[config.mk]
export PLATFORM = sky130hd
export DESIGN_NAME = pipeline_ctrl
export DESIGN_NICKNAME = d
export VERILOG_FILES = /design/src/rtl/pipeline_ctrl_pkg.sv /design/src/rtl/pipeline_ctrl_penalty_counter.sv /design/src/rtl/pipeline_ctrl.sv
export SDC_FILE = /design/constraint.sdc
export NUM_CORES = 1
export LEC_CHECK = 0
export BUFFER_PORTS_ARGS = -buffer_cell sky130_fd_sc_hd__buf_2
export CORE_UTILIZATION = 38
export CTS_BUF_LIST = sky130_fd_sc_hd__clkbuf_4 sky130_fd_sc_hd__clkbuf_8
export CTS_CLUSTER_SIZE = 12
export DETAILED_ROUTE_END_ITERATION = 10
export GPL_ROUTABILITY_DRIVEN = 0
export PLACE_DENSITY = 0.68
export SYNTH_ARGS = -nofsm -noshare
export SYNTH_HDL_FRONTEND = slang
export SYNTH_SLANG_ARGS = --single-unit
[constraint.sdc]
create_clock -name clk -period 1.9 [get_ports clk]
set_clock_uncertainty 0.05 [all_clocks]
set_input_delay 0.38 -clock clk [delete_from_list [all_inputs] [get_ports clk]]
set_output_delay 0.38 -clock clk [all_outputs]
set_load 0.005 [all_outputs]
[src/rtl/pipeline_ctrl_pkg.sv]
// Shared types and constants for the pipeline stall/flush sequencer.
package pipe_ctrl_pkg;

  // Width of the branch-penalty down counter.
  localparam int CNT_W = 3;

  // Pipeline register bank indices.
  localparam int IDX_IFID  = 0;
  localparam int IDX_IDEX  = 1;
  localparam int IDX_EXMEM = 2;
  localparam int IDX_MEMWB = 3;

  // Sequencer state. Encoding 2'd3 is unused and recovers to RUN.
  typedef enum logic [1:0] {
    RUN      = 2'd0,
    FLUSH    = 2'd1,
    MEM_WAIT = 2'd2
  } ctrl_state_t;

endpackage

[src/rtl/pipeline_ctrl_penalty_counter.sv]
// Down counter tracking the remaining IF/ID flush cycles after a taken
// branch. Reset is synchronous and active-low. Load has priority over
// decrement.
module penalty_counter
  import pipe_ctrl_pkg::*;
(
  input  logic             clk,
  input  logic             i_rst_n,
  input  logic             i_load,
  input  logic [CNT_W-1:0] i_load_val,
  input  logic             i_dec,
  output logic [CNT_W-1:0] o_cnt,
  output logic             o_is_one
);

  logic [CNT_W-1:0] r_cnt;

  // Count register: clear, load or decrement.
  // NOTE: clocked state is assigned with <= so every flop samples the
  // pre-edge values; a blocking = here would create ordering races.
  always_ff @(posedge clk) begin
    if (!i_rst_n) begin
      r_cnt <= '0;
    end else if (i_load) begin
      r_cnt <= i_load_val;
    end else if (i_dec) begin
      r_cnt <= r_cnt - 1'b1;
    end
  end

  assign o_cnt    = r_cnt;
  assign o_is_one = (r_cnt == CNT_W'(1));

endmodule

[src/rtl/pipeline_ctrl.sv]
// Central stall/flush sequencer. Drives PC and pipeline-bank enables and
// per-bank bubble selects, arbitrating data-memory wait, taken-branch
// flush and load-use hazard by fixed priority. Outputs are Mealy.
// Optional build macro PIPE_CTRL_PERF_EN adds the stall_cycles and
// flush_events performance counters.
module pipeline_ctrl
  import pipe_ctrl_pkg::*;
#(
  parameter int STAGES     = 4,
  parameter int BR_PENALTY = 2
) (
  input  logic              clk,
  input  logic              reset,
  input  logic              load_use_hazard,
  input  logic              branch_taken,
  input  logic              mem_req,
  input  logic              mem_ack,
  output logic              pc_en,
  output logic [STAGES-1:0] stage_en,
  output logic [STAGES-1:0] bubble,
  output logic              stalled,
  output logic [1:0]        ctrl_state
`ifdef PIPE_CTRL_PERF_EN
  ,
  output logic [15:0]       stall_cycles,
  output logic [7:0]        flush_events
`endif
);

  localparam logic [CNT_W-1:0] LP_FLUSH_LOAD = CNT_W'(BR_PENALTY - 1);

  ctrl_state_t       r_state;
  ctrl_state_t       w_next_state;
  logic [CNT_W-1:0]  w_cnt;
  logic              w_cnt_is_one;
  logic              w_cnt_load;
  logic              w_cnt_dec;
  logic              w_mem_stall;
  logic              w_pc_en;
  logic [STAGES-1:0] w_stage_en;
  logic [STAGES-1:0] w_bubble;

  assign w_mem_stall = mem_req & ~mem_ack;

  penalty_counter u_penalty_counter (
    .clk        (clk),
    .i_rst_n    (reset),
    .i_load     (w_cnt_load),
    .i_load_val (LP_FLUSH_LOAD),
    .i_dec      (w_cnt_dec),
    .o_cnt      (w_cnt),
    .o_is_one   (w_cnt_is_one)
  );

  // State register; reset abandons any flush or wait in progress.
  always_ff @(posedge clk) begin
    if (!reset) begin
      r_state <= RUN;
    end else begin
      r_state <= w_next_state;
    end
  end

  // Next-state, counter control and Mealy outputs.
  // NOTE: every signal gets a default before the case so no path leaves
  // it unassigned, which would otherwise infer a latch.
  always_comb begin
    w_next_state = r_state;
    w_cnt_load   = 1'b0;
    w_cnt_dec    = 1'b0;
    w_pc_en      = 1'b1;
    w_stage_en   = '1;
    w_bubble     = '0;

    case (r_state)
      RUN: begin
        if (w_mem_stall) begin
          w_pc_en      = 1'b0;
          w_stage_en   = '0;
          w_next_state = MEM_WAIT;
        end else if (branch_taken) begin
          w_bubble[IDX_IFID] = 1'b1;
          w_bubble[IDX_IDEX] = 1'b1;
          if (BR_PENALTY > 1) begin
            w_cnt_load   = 1'b1;
            w_next_state = FLUSH;
          end
        end else if (load_use_hazard) begin
          w_pc_en              = 1'b0;
          w_stage_en[IDX_IFID] = 1'b0;
          w_bubble[IDX_IDEX]   = 1'b1;
        end
      end

      FLUSH: begin
        if (w_mem_stall) begin
          // Counter holds so the flush resumes after the wait.
          w_pc_en      = 1'b0;
          w_stage_en   = '0;
          w_next_state = MEM_WAIT;
        end else begin
          w_bubble[IDX_IFID] = 1'b1;
          w_cnt_dec          = 1'b1;
          if (w_cnt_is_one) begin
            w_next_state = RUN;
          end
        end
      end

      MEM_WAIT: begin
        if (!mem_ack) begin
          w_pc_en    = 1'b0;
          w_stage_en = '0;
        end else begin
          if (w_cnt != '0) begin
            w_bubble[IDX_IFID] = 1'b1;
            w_cnt_dec          = 1'b1;
          end
          // More than one flush cycle left after this decrement.
          w_next_state = (w_cnt > CNT_W'(2)) ? FLUSH : RUN;
        end
      end

      default: begin
        w_next_state = RUN;
      end
    endcase

    if (!reset) begin
      w_pc_en    = 1'b0;
      w_stage_en = '0;
      w_bubble   = '1;
    end
  end

  assign pc_en      = w_pc_en;
  assign stage_en   = w_stage_en;
  assign bubble     = w_bubble;
  assign stalled    = ~w_pc_en;
  assign ctrl_state = r_state;

`ifdef PIPE_CTRL_PERF_EN
  logic [15:0] r_stall_cycles;
  logic [7:0]  r_flush_events;
  logic        w_br_accept;

  assign w_br_accept = (r_state == RUN) & ~w_mem_stall & branch_taken;

  // Saturating stall counter and wrapping accepted-branch counter.
  always_ff @(posedge clk) begin
    if (!reset) begin
      r_stall_cycles <= '0;
      r_flush_events <= '0;
    end else begin
      if (!w_pc_en && (r_stall_cycles != 16'hFFFF)) begin
        r_stall_cycles <= r_stall_cycles + 16'd1;
      end
      if (w_br_accept) begin
        r_flush_events <= r_flush_events + 8'd1;
      end
    end
  end

  assign stall_cycles = r_stall_cycles;
  assign flush_events = r_flush_events;
`endif

endmodule

==> results.txt <==
----------------------------------------------------
[Clocking]
  Count of hold-fix buffers inserted at cts ... 0
  CTS tree ... done
  Buffer cell driving the clock tree root ... sky130_fd_sc_hd__clkbuf_4
  Level count of the clock H-tree ... 1
  Register clock-pin slew on the reported worst setup and hold paths ... 0.05 ns
  Maximum buffer depth of the clock tree ... 2
  CTS Buf Count ... 3
  Worst-Skew Late Latency ... 0.25 ns
  Number of clock sinks ... 5

[Power and ir drop]
  Peak VDD IR ... 0.427 mV
  Pwr/cell area ... 817 nW/um^2
  Final total power ... 597 uW
  Static leakage power ... 0.000355 uW

[Critical path]
  CP Launch Type ... register
  Cell-by-cell listing of the critical path ... inv_2 > ha_4 > nor2b_4 > o22a_1 > o31a_1 > buf_2
  Largest fanout on the critical path ... 4
  Slowest cell on the critical path ... sky130_fd_sc_hd__dfxtp_2
  Required time at the worst-slack endpoint ... 1.47 ns
  Slowest cell delay on critical path ... 0.32 ns
  WS Path Type ... register to output pin
  Type of element capturing the critical path ... output pin
  Arrival time at the worst endpoint ... 1.48 ns

[STA]
  Final slew viol count ... 0
  Final setup violation count ... 3
  Setup TNS ... -0.0143 ns
  Measured slew at the worst slew-check pin ... 0.253 ns
  Minimum clock period ... 1.91 ns
  Max-Slew Margin vs Limit ... 83.1%
  Final clock period utilization by the worst path ... 100%
  Least setup slack across all paths after layout ... -0.00747 ns
  Endpoints failing hold ... 0
  Max Freq ... 524 MHz
  Unrepaired setup endpoints after global routing ... yes

[Run]
  MaxCap Viol Count ... 0

[Route]
  Routed length per instance ... 12.4 um
  Total number of vias ... 532
  Met2 WL post-DR ... 559 um
  Highest signal layer in the routed design ... met4
  Drt total wl ... 1280 um
  Antenna Nets Post-Route ... 0
  Length of the first detailed-routing pass in iterations ... 4
  Detailed-routing wirelength on met1 ... 568 um
  DRC marker count from the first detailed-route iteration ... 5
  Met3 Routed Length ... 58 um
  DRC violation count after routing ... 0
  Post-DR vias/cell ... 5.17

[Logic synthesis]
  Syn Inst Count ... 65
  Seq cells post-synth ... 5
  Cell Area, Synth ... 519 sq um
  Nets in the synthesized netlist ... 79
  Sequential area share after synthesis ... 19.3%
  Syn avg cell area ... 7.99 sq um
  Synthesis warning total ... 0
  Number of distinct standard cells referenced by the synthesized netlist ... 26

[Status]
  Violated checks ... negative setup slack
  Result of the run ... finished with violations

[Die]
  Initial core utilization ... 43.8%
  IO Pins ... 18
  Core box area ... 1190 sq um
  Die area ... 1520 sq um
  Height of the die ... 39.0 um
  Die Span X ... 39.0 um
  Number of placement rows ... 12

[GRT]
  First-pass GRT wire length ... 2040 um
  GRT overflow ... 0
  Via count of the first global-routing pass ... 509
  Global-route total usage across every layer ... 20.9%
  Pin count of the biggest net entering global routing ... 8
  Antenna violations before repair ... 0

[Placed design]
  Total placed cells including tap cells ... 95
  Post-place setup slack ... 0.0352 ns
  HPWL Detailed ... 881 um
  Count of port buffers added during placement ... 17

[Min path]
  Type of the worst min-delay path ... input pin to register

[Cells and area]
  Number of cells in the finished layout apart from fillers ... 103
  Antenna fix cells ... 0
  Area delta synth->final ... 40.7%
  # nets final ... 104
  Post-Route Utilization ... 61.6%
  Commonest non-fill, non-tap cell in the layout ... sky130_fd_sc_hd__buf_2
  Count of fill cells added during filler insertion ... 110
  Share of post-route cells with drive strength above 1 ... 50.6%
  Most frequent cells in the layout ... sky130_fd_sc_hd__buf_2 (17), sky130_fd_sc_hd__buf_4 (7), sky130_fd_sc_hd__inv_1 (5), sky130_fd_sc_hd__o21ai_0 (5), sky130_fd_sc_hd__ha_1 (5)

----------------------------------------------------
[sequential cells by signal, summed over array words and instances, names as in the netlist]
signal and cells:
u_penalty_counter.o_cnt 3, ctrl_state 2
[layer usage]
metal  global-route usage (%)  vias up
li1                         -      272
met2                     30.4       22
met3                     3.47       11
met1                     23.6      227
met4                     24.1        0
met5                        0        -
[stage by stage]
stage,hold slack (ns),cell area (sq um)
after floorplan,0.419,519
after global placement,0.438,614
after detailed placement,0.458,614
after CTS,0.361,709
after global routing,0.398,731
final,0.369,731
[report_power, final]
| part | total (uW) | switching (uW) | internal, uW |
|---|---|---|---|
| Combinational | 315 | 154 | 161 |
| Sequential | 142 | 18.3 | 123 |
| Clock | 141 | 47.2 | 93.8 |
[cell type report]
type                    instances  area (sq um)  area share [%]
clock buffers                   4          30.0            4.11
inverters                       8          30.0            4.11
multi-input cells              48           410            56.2
flip-flops and latches          5           105            14.4
well taps                      14          17.5            2.40
repair buffers                 24           138            18.8
[synthesized netlist by cell type]
master	number	area, sq um
sky130_fd_sc_hd__a211o_1	1	8.76
sky130_fd_sc_hd__a21boi_1	1	7.51
sky130_fd_sc_hd__a21oi_1	4	20.0
sky130_fd_sc_hd__a22oi_1	1	7.51
sky130_fd_sc_hd__a311oi_2	1	15.0
sky130_fd_sc_hd__a31oi_1	1	6.26
sky130_fd_sc_hd__a32o_2	1	11.3
sky130_fd_sc_hd__and2_1	2	12.5
sky130_fd_sc_hd__and3_1	2	12.5
sky130_fd_sc_hd__buf_4	4	30.0
sky130_fd_sc_hd__dfxtp_1	5	100
sky130_fd_sc_hd__ha_1	8	100
sky130_fd_sc_hd__inv_1	8	30.0
sky130_fd_sc_hd__nand2_1	5	18.8
sky130_fd_sc_hd__nand2b_1	2	12.5
sky130_fd_sc_hd__nand2b_4	1	13.8
sky130_fd_sc_hd__nand3b_1	1	7.51
sky130_fd_sc_hd__nor2_1	2	7.51
sky130_fd_sc_hd__nor2b_1	2	12.5
sky130_fd_sc_hd__o211ai_1	1	7.51
sky130_fd_sc_hd__o21ai_0	5	25.0
sky130_fd_sc_hd__o22a_1	1	8.76
sky130_fd_sc_hd__o31a_1	1	8.76
sky130_fd_sc_hd__o31ai_1	2	15.0
sky130_fd_sc_hd__or3_1	2	12.5
sky130_fd_sc_hd__or4_1	1	7.51
[kinds of logic after synthesis]
| group | after synthesis | synth area share [%] |
|---|---|---|
| AO/OA/AOI/OAI | 20 | 27.2 |
| adder cells (fa/ha/maj) | 8 | 19.3 |
| buffers and inverters | 12 | 11.6 |
| flip-flops | 5 | 19.3 |
| AND/OR/NAND/NOR | 20 | 22.7 |
[what timing repair did]
action | CTS | global route
gates resized for setup | 15 | 3
buffers inserted | 2 | 2
pin swaps | 5 | 4
setup endpoints to repair | 8 | 7
[critical path, delay by kind of cell, from the launching register on]
family,cells,cell delay (ns)
compound gates,2,0.44
flops,1,0.32
buf+inv,2,0.18
fa+ha+maj,1,0.16
simple gates,1,0.13
[final timing paths]
kind                                                               from                                       to  slack (ns)  cells past startpoint
worst min register to register  u_penalty_counter.o_cnt[2]$_SDFFE_PP0P_  u_penalty_counter.o_cnt[2]$_SDFFE_PP0P_        0.47                      2
worst max-delay path                         ctrl_state[1]$_SDFFE_PN0P_                                    pc_en      -0.007                      6
worst max register to register               ctrl_state[0]$_SDFFE_PN0P_               ctrl_state[1]$_SDFFE_PN0P_        0.18                      5
worst min-delay path                                       branch_taken  u_penalty_counter.o_cnt[0]$_SDFFE_PN0P_        0.37                      3
No activity file was read; power rests on OpenSTA's default activity.
